### src/rtl/cardio_dtree_pkg.sv
// cardio_dtree_pkg: shared types and the constant node table for the CTG
// decision-tree classifier.
//   node_t : {is_leaf, feat[4:0], thr[7:0], left[5:0], right[5:0], cls[1:0]}
//   walk_t : traversal state handed between chained node evaluators
//   DTREE_NODES / dtree_node() : default 7-entry tree and its lookup
package cardio_dtree_pkg;

  localparam int FEAT_IDX_W = 5;
  localparam int NODE_IDX_W = 6;
  localparam int THR_W      = 8;
  localparam int NUM_FEATS  = 20;
  localparam int TABLE_LEN  = 7;

  localparam logic [1:0] CLASS_NORMAL  = 2'd0;
  localparam logic [1:0] CLASS_SUSPECT = 2'd1;
  localparam logic [1:0] CLASS_PATHO   = 2'd2;

  typedef struct packed {
    logic                  is_leaf;
    logic [FEAT_IDX_W-1:0] feat;
    logic [THR_W-1:0]      thr;
    logic [NODE_IDX_W-1:0] left;
    logic [NODE_IDX_W-1:0] right;
    logic [1:0]            cls;
  } node_t;

  // done=1 once a leaf (or a malformed-table condition) has fixed cls;
  // otherwise idx names the internal node still to be evaluated.
  typedef struct packed {
    logic                  done;
    logic [NODE_IDX_W-1:0] idx;
    logic [1:0]            cls;
  } walk_t;

  localparam node_t DTREE_NODES [TABLE_LEN] = '{
    '{1'b0, 5'd8,  8'd100, 6'd1, 6'd2, CLASS_NORMAL},   // n0: X8  <= 100
    '{1'b0, 5'd1,  8'd20,  6'd3, 6'd4, CLASS_NORMAL},   // n1: X1  <= 20
    '{1'b0, 5'd17, 8'd50,  6'd5, 6'd6, CLASS_NORMAL},   // n2: X17 <= 50
    '{1'b1, 5'd0,  8'd0,   6'd0, 6'd0, CLASS_SUSPECT},  // n3
    '{1'b1, 5'd0,  8'd0,   6'd0, 6'd0, CLASS_NORMAL},   // n4
    '{1'b1, 5'd0,  8'd0,   6'd0, 6'd0, CLASS_PATHO},    // n5
    '{1'b1, 5'd0,  8'd0,   6'd0, 6'd0, CLASS_SUSPECT}   // n6
  };

  // Entries past the populated table read as a normal-class leaf.
  function automatic node_t dtree_node(input logic [NODE_IDX_W-1:0] idx);
    node_t n;
    n = '{1'b1, 5'd0, 8'd0, 6'd0, 6'd0, CLASS_NORMAL};
    for (int i = 0; i < TABLE_LEN; i++)
      if (idx == NODE_IDX_W'(i)) n = DTREE_NODES[i];
    return n;
  endfunction

endpackage

### src/rtl/cardio_dtree_classifier_node_eval.sv
// dtree_node_eval: one combinational traversal step.
//   feats_i : all 20 feature slots (unused slots already zero)
//   walk_i  : incoming traversal state
//   walk_o  : state after one comparison; resolves immediately when the
//             chosen child is a leaf so N steps cover N comparisons.
module dtree_node_eval
  import cardio_dtree_pkg::*;
#(
  parameter int DATA_W    = 8,
  parameter int NUM_NODES = 7,
  parameter int DEF_CLASS = 0
) (
  input  logic [NUM_FEATS-1:0][DATA_W-1:0] feats_i,
  input  walk_t                            walk_i,
  output walk_t                            walk_o
);

  node_t                 cur, nxt;
  logic [DATA_W-1:0]     fval;
  logic [NODE_IDX_W-1:0] child;
  logic                  unused_nxt;

  assign cur = dtree_node(walk_i.idx);
  // Feature indices beyond the implemented slots read as zero.
  assign fval  = (cur.feat < FEAT_IDX_W'(NUM_FEATS)) ? feats_i[cur.feat] : '0;
  assign child = (fval <= DATA_W'(cur.thr)) ? cur.left : cur.right;
  assign nxt   = dtree_node(child);
  assign unused_nxt = ^{nxt.feat, nxt.thr, nxt.left, nxt.right};

  always_comb begin
    walk_o = walk_i;
    if (!walk_i.done) begin
      if (int'(walk_i.idx) >= NUM_NODES) begin
        walk_o.done = 1'b1;
        walk_o.cls  = 2'(DEF_CLASS);
      end else if (cur.is_leaf) begin
        walk_o.done = 1'b1;
        walk_o.cls  = cur.cls;
      end else if (int'(child) >= NUM_NODES) begin
        walk_o.done = 1'b1;
        walk_o.cls  = 2'(DEF_CLASS);
      end else if (nxt.is_leaf) begin
        walk_o.done = 1'b1;
        walk_o.cls  = nxt.cls;
      end else begin
        walk_o.idx  = child;
      end
    end
  end

endmodule

### src/rtl/cardio_dtree_classifier.sv
// cardio_dtree_classifier: three-class CTG decision-tree classifier.
//   clk, rst_n      : rising-edge clock, async active-low reset
//   X0..X3, X6..X19 : unsigned features (slots 4 and 5 are tied to zero)
//   out             : registered class (0 normal, 1 suspect, 2 pathological)
// Optional macro DTREE_IN_REG_EN adds a feature input register (latency 2).
module cardio_dtree_classifier
  import cardio_dtree_pkg::*;
#(
  parameter int DATA_W    = 8,
  parameter int CLASS_W   = 2,
  parameter int NUM_NODES = 7,
  parameter int MAX_DEPTH = 8,
  parameter int DEF_CLASS = 0
) (
  input  logic               clk,
  input  logic               rst_n,
  input  logic [DATA_W-1:0]  X0,  X1,  X2,  X3,
  input  logic [DATA_W-1:0]  X6,  X7,  X8,  X9,
  input  logic [DATA_W-1:0]  X10, X11, X12, X13,
  input  logic [DATA_W-1:0]  X14, X15, X16, X17,
  input  logic [DATA_W-1:0]  X18, X19,
  output logic [CLASS_W-1:0] out
);

  logic [NUM_FEATS-1:0][DATA_W-1:0] feat_raw, feat_eval;
  walk_t                            walk [MAX_DEPTH+1];
  logic [CLASS_W-1:0]               out_d, out_q;
  logic                             unused_idx;

  always_comb begin
    feat_raw     = '0;
    feat_raw[0]  = X0;  feat_raw[1]  = X1;  feat_raw[2]  = X2;  feat_raw[3]  = X3;
    feat_raw[6]  = X6;  feat_raw[7]  = X7;  feat_raw[8]  = X8;  feat_raw[9]  = X9;
    feat_raw[10] = X10; feat_raw[11] = X11; feat_raw[12] = X12; feat_raw[13] = X13;
    feat_raw[14] = X14; feat_raw[15] = X15; feat_raw[16] = X16; feat_raw[17] = X17;
    feat_raw[18] = X18; feat_raw[19] = X19;
  end

`ifdef DTREE_IN_REG_EN
  logic [NUM_FEATS-1:0][DATA_W-1:0] feat_q;

  always_ff @(posedge clk or negedge rst_n)
    if (!rst_n) feat_q <= '0;
    else        feat_q <= feat_raw;

  assign feat_eval = feat_q;
`else
  assign feat_eval = feat_raw;
`endif

  assign walk[0] = '{done: 1'b0, idx: '0, cls: '0};

  for (genvar g = 0; g < MAX_DEPTH; g++) begin : g_lvl
    dtree_node_eval #(
      .DATA_W    (DATA_W),
      .NUM_NODES (NUM_NODES),
      .DEF_CLASS (DEF_CLASS)
    ) u_node (
      .feats_i (feat_eval),
      .walk_i  (walk[g]),
      .walk_o  (walk[g+1])
    );
  end

  // Still unresolved after MAX_DEPTH comparisons means the table is malformed.
  assign out_d = walk[MAX_DEPTH].done ? CLASS_W'(walk[MAX_DEPTH].cls)
                                      : CLASS_W'(DEF_CLASS);
  assign unused_idx = ^walk[MAX_DEPTH].idx;

  always_ff @(posedge clk or negedge rst_n)
    if (!rst_n) out_q <= '0;
    else        out_q <= out_d;

  assign out = out_q;

endmodule

### config.mk
export PLATFORM = sky130hd
export DESIGN_NAME = cardio_dtree_classifier
export DESIGN_NICKNAME = d
export VERILOG_FILES = /design/src/rtl/cardio_dtree_pkg.sv /design/src/rtl/cardio_dtree_classifier_node_eval.sv /design/src/rtl/cardio_dtree_classifier.sv
export SDC_FILE = /design/constraint.sdc
export NUM_CORES = 1
export LEC_CHECK = 0
export ABC_AREA = 1
export BUFFER_PORTS_ARGS = -buffer_cell sky130_fd_sc_hd__buf_2
export CAP_MARGIN = 15
export CORE_MARGIN = 8
export CORE_UTILIZATION = 56
export CTS_CLUSTER_DIAMETER = 40
export CTS_CLUSTER_SIZE = 40
export DETAILED_ROUTE_END_ITERATION = 10
export MAX_ROUTING_LAYER = met4
export PLACE_DENSITY = 0.84
export SETUP_SLACK_MARGIN = 0.02
export SYNTH_ARGS = -nofsm -noshare
export SYNTH_HDL_FRONTEND = slang
export SYNTH_HIERARCHICAL = 1
export SYNTH_SLANG_ARGS = --single-unit
### constraint.sdc
create_clock -name clk -period 0.8 [get_ports clk]
set_input_delay 0.12 -clock clk [delete_from_list [all_inputs] [get_ports clk]]
set_output_delay 0.12 -clock clk [all_outputs]
set_load 0.01 [all_outputs]
==> impl_metrics.toml, run 1 <==
[run_status]
status = "complete, but fails checks"
violations = "negative setup slack"

[finish]
drive_gt1_frac = 0.432
layout.cells.non_filler = 1421
regArea_um2 = 50.0
largest_reg_flops = 2
layout_commonest_cell = "nand2_1"
final_util = 0.814
nets = 1473
area_delta_synth_final_pct = 43.3
diodes = 0
multi_input_area_um2 = 5650
fill_cells = 670
layout_common_cells = "nand2_1 (282), buf_4 (200), nand3_1 (99)"

[worst_setup_path]
cp.required_ns = 0.90
crit_path_start_kind = "input port"
crit_fanout = 7
cpPeakStageDelay_ns = 0.32
cp_common_cell = "nand2_4"
cp.arrival_ns = 13.69
endpoint_kind = "register"
crit_type = "input port to register"
crit_slowest_cell = "ha_1"
crit_buf_inv = 19
cp_top_family = "simple AND/OR/NAND/NOR gates"

[clocking]
cts_max_path_buffers = 2
path_clk_slew_ns = 0.03
cts_num_sinks = 2
cts-root-buf = "clkbuf_8"
htreeDepth = 1
cts_tree = "built"
cts_buffers = 3

[timing]
holdWs_ns = 0.222
setup_viol = 3
finalCritPeriodShare = 17.0
rsz0062_at_grt = "yes"
period_minus_slack_ns = 13.59
hold_viol = 0
fmax_mhz = 73.6
setup_slack_ns = -12.79
slew_viol_final = 0

[floorplan]
fp.coreArea_um2 = 10200
rows = 37
start_util = 0.568
die_x_um = 118
fp.dieArea_um2 = 13800
die_h_um = 118
ios = 148

[placement]
gp_congestion = 1.01
io_buffers = 35
post-place-ws_ns = -12.61
dp_hpwl_mm = 15.9
place_inst = 1370

[drt]
route.detailed.drc = 0
drt_pass1_iterations = 6
antenna_left = 0
wl_per_cell_um = 16.6
first_iter_violations = 912
num_vias = 8055
wirelength_mm = 23.6
viasPerCell = 5.67

[global_route]
grtUsageTotal = 0.299
grt_pass1_vias = 7113
grt_pass1_wl_mm = 33.9
antenna_found_initial = 0
grt_overflow = 0
grt_max_degree = 24

[pwr]
leakagePower_nw = 4.37
ir_worst_vdd_mv = 0.472
power.density_nw_per_um2 = 507
total_power_mw = 4.20

[yosys]
ys_warn_count = 6
synth_area_per_cell_um2 = 5.53
synth_area_um2 = 5780
syn_inst = 1046

[worst_hold_path]
hold_class = "input port to async pin"

[flow_run]
drv_cap = 0
-- repair_timing --
action | in CTS | in global routing
gates cloned | 1 | 1
resized for setup | 17 | 110
hold buffers | 1 | 0
setup endpoints to repair | 4 | 4
pin swaps | 3 | 133
buffers inserted | 9 | 36
hold endpoints to repair | 2 | 0
-- stage by stage --
step | TNS (ns) | cell area, µm²
floorplan | -24.42 | 6090
global placement | -24.41 | 7410
detailed placement | -25.22 | 7410
CTS | -24.41 | 7600
global route | -27.39 | 8290
finish | -25.56 | 8290
-- power by group --
group	internal [mW]	total (mW)	switching (mW)	leakage, nW
sequential	0.109	0.110	0.00107	0.0256
clock	0.317	0.388	0.0709	0.0216
combinational	1.52	3.71	2.19	4.32
total	1.94	4.20	2.26	4.37
-- cell type report --
cell class                      instances  share of cell area
Clock buffer                            3             0.00498
Tap cell                              136              0.0205
Sequential cell                         2             0.00604
Multi-Input combinational cell        895               0.681
Timing Repair Buffer                  242               0.214
Inverter                              141              0.0722
Timing Repair inverter                  2             0.00106
-- routing by layer --
metal | track usage | part of all wire
met1 | 0.372 | 0.38
met2 | 0.454 | 0.43
met3 | 0.0523 | 0.13
met4 | 0.157 | 0.071
met5 | - | 0
-- path summary, 6_finish.rpt --
path / start / to / depth (start not counted)
min in group clk: out[0] / out[0] / 1
setup / recovery: X8[2] / out[0] / 132
max in group asynchronous: rst_n / out[0] / 2
hold / removal: rst_n / out[1] / 2
Power figures use the tool's default switching activity.
==> run 2, diff against run 1 <==
PLACE_DENSITY = 0.94   (was 0.84)
==> impl_metrics.toml, run 2 <==
[global_route]
grtUsageTotal = 0.728
grt_overflow = 52
grt_max_degree = 24

[timing]
worst-ep-kind = "register data pin"
crit_endpoint = "out[1]$_DFF_PN0_/D"

[run_status]
error_line = "[ERROR GRT-0232] Routing congestion too high. Check the congestion heatmap in the GUI."
haltStage = "global routing (5_1_grt)"
status = "did not finish"

[yosys]
synth_area_per_cell_um2 = 5.53
synth_area_um2 = 5780
ys_warn_count = 6
syn_inst = 1046

[placement]
io_buffers = 35
post_dp_cell_area_um2 = 7440
dp_hpwl_mm = 17.0
gp_congestion = 1.08

[floorplan]
die_h_um = 118
start_util = 0.568
die_x_um = 118
rows = 37
ios = 148

[clocking]
cts-root-buf = "clkbuf_8"
htreeDepth = 1
cts_buffers = 3
cts_num_sinks = 2
cts_max_path_buffers = 2
==> run 2: routing by layer <==
| layer | overflow | global-route usage |
|---|---|---|
| met1 | 2 | 0.709 |
| met3 | 5 | 0.650 |
| met2 | 30 | 0.820 |
| met5 | - | - |
| met4 | 15 | 0.707 |
==> run 2: stage by stage <==
step	hold slack [ns]	cells	setup slack, ns	util	setup TNS, ns
4_1_cts	0.231	1417	-12.36	0.782	-24.75
3_5_place_dp	-0.0936	1371	-12.87	0.731	-25.71
3_3_place_gp	-0.0958	1371	-12.07	0.731	-24.14
2_1_floorplan	-0.176	1076	-12.21	-	-24.42
==> run 2: repair_timing <==
action / CTS
gates resized for setup: 44
buffers inserted: 42
hold buffers: 1
setup endpoints to repair: 4
hold endpoints to repair: 2
pin swaps: 100
==> run 3, diff against run 2 <==
CORE_UTILIZATION = 40   (was 56)
CTS_CLUSTER_DIAMETER = default   (was 40)
CTS_CLUSTER_SIZE = default   (was 40)
MAX_ROUTING_LAYER = default   (was met4)
PLACE_DENSITY = default   (was 0.94)
PLACE_DENSITY_LB_ADDON = 0.15   (was default)
SETUP_SLACK_MARGIN = default   (was 0.02)
==> impl_metrics.toml, run 3 (synthesized netlist as in run 1, its figures left out) <==
[pwr]
power.density_nw_per_um2 = 533
leakagePower_nw = 4.34
ir_worst_vdd_mv = 0.430

[global_route]
grtUsageMet2 = 0.362
globalRouteMet3Util = 0.0207
grt_max_degree = 24
grt_pass1_vias = 6492
top_usage_layer = "met2"
grt_pass1_wl_mm = 33.8
antenna_found_initial = 1
grtUsageMet1 = 0.327
grtUsageTotal = 0.228
grt_overflow = 0

[timing]
finalCritPeriodShare = 16.4
hold_viol = 0
fmax_mhz = 76.4
holdWs_ns = 0.225
setup_slack_ns = -12.30
maxSlewHeadroom = 0.665
tightest_slew_ns = 0.490
slew_viol_final = 0
rsz0062_at_grt = "yes"
period_minus_slack_ns = 13.10
setup_viol = 4

[worst_setup_path]
crit_fanout = 7
crit_slowest_cell = "ha_1"
cp_top_family = "simple AND/OR/NAND/NOR gates"
setup.worst_path.start = "X8[5]"
crit_buf_inv = 14
cp.required_ns = 0.91
cpPeakStageDelay_ns = 0.32
crit_type = "input port to register"
endpoint_kind = "register"
cp.arrival_ns = 13.21
crit_path_start_kind = "input port"
cp_common_cell = "nand2_4"

[clocking]
cts_buffers = 3
path_clk_slew_ns = 0.03
cts-root-buf = "clkbuf_16"
htreeDepth = 1
cts_num_sinks = 2
cts_tree = "built"
cts_max_path_buffers = 2

[floorplan]
fp.dieArea_um2 = 18600
start_util = 0.404
die_x_um = 136
rows = 44
fp.coreArea_um2 = 14300
ios = 148
die_h_um = 136

[finish]
layout_common_cells = "nand2_1 (283), buf_4 (195), inv_1 (96)"
multi_input_area_um2 = 5630
nets = 1466
regArea_um2 = 50.0
drive_gt1_frac = 0.429
area_delta_synth_final_pct = 44.1
layout_commonest_cell = "nand2_1"
largest_reg_flops = 2
final_util = 0.582
fill_cells = 1488
diodes = 0

[run_status]
violations = "negative setup slack"
status = "complete, but fails checks"

[worst_hold_path]
hold_class = "input port to async pin"

[drt]
viasPerCell = 5.09
antenna_left = 0
wl_per_cell_um = 15.0
first_iter_violations = 574
drt_pass1_iterations = 5
wirelength_mm = 21.9
num_vias = 7440
route.detailed.drc = 0

[placement]
post-place-ws_ns = -12.62
gp_congestion = 0.935
io_buffers = 35
dp_hpwl_mm = 17.0

[flow_run]
drv_cap = 0
[run 3: repair_timing]
action	in CTS	in global routing
setup endpoints to repair	4	4
pin swaps	18	126
hold endpoints to repair	2	0
setup buffers	10	27
hold buffers	1	0
cloned	0	1
resized for setup	13	111
[run 3: where the power goes]
part	switching [mW]	total, mW	leakage [nW]	internal, mW
clock network	0.105	0.740	0.0370	0.635
registers	0.00124	0.110	0.0256	0.109
logic	2.08	3.59	4.28	1.51
[run 3: layout make-up]
class | count | share of cell area
Multi-Input combinational cell | 895 | 0.676
Timing Repair Buffer | 236 | 0.209
Sequential cell | 2 | 0.00601
Timing Repair inverter | 1 | 0.000901
Tap cell | 184 | 0.0276
Clock buffer | 3 | 0.00901
Inverter | 141 | 0.0721
[run 3: through the flow]
step,TNS [ns],instance area [µm²],power [mW],cells
6_report,-24.61,8330,4.44,1462
5_1_grt,-26.72,8330,4.81,1462
4_1_cts,-24.54,7680,3.97,1434
3_5_place_dp,-25.24,7480,3.15,1420
3_3_place_gp,-24.84,7480,3.13,1420
2_1_floorplan,-24.42,6090,2.06,1076
[run 3: worst paths after layout]
path | end | cells past startpoint
hold / removal | out[1] | 2
setup / recovery | out[0] | 133
max in group asynchronous | out[0] | 2
min in group clk | out[0] | 1
[run 3: routing by layer]
metal,wire length [µm],part of all wire
met4,451,0.021
met1,10200,0.46
met5,13,0.00059
met2,9460,0.43
met3,1800,0.082
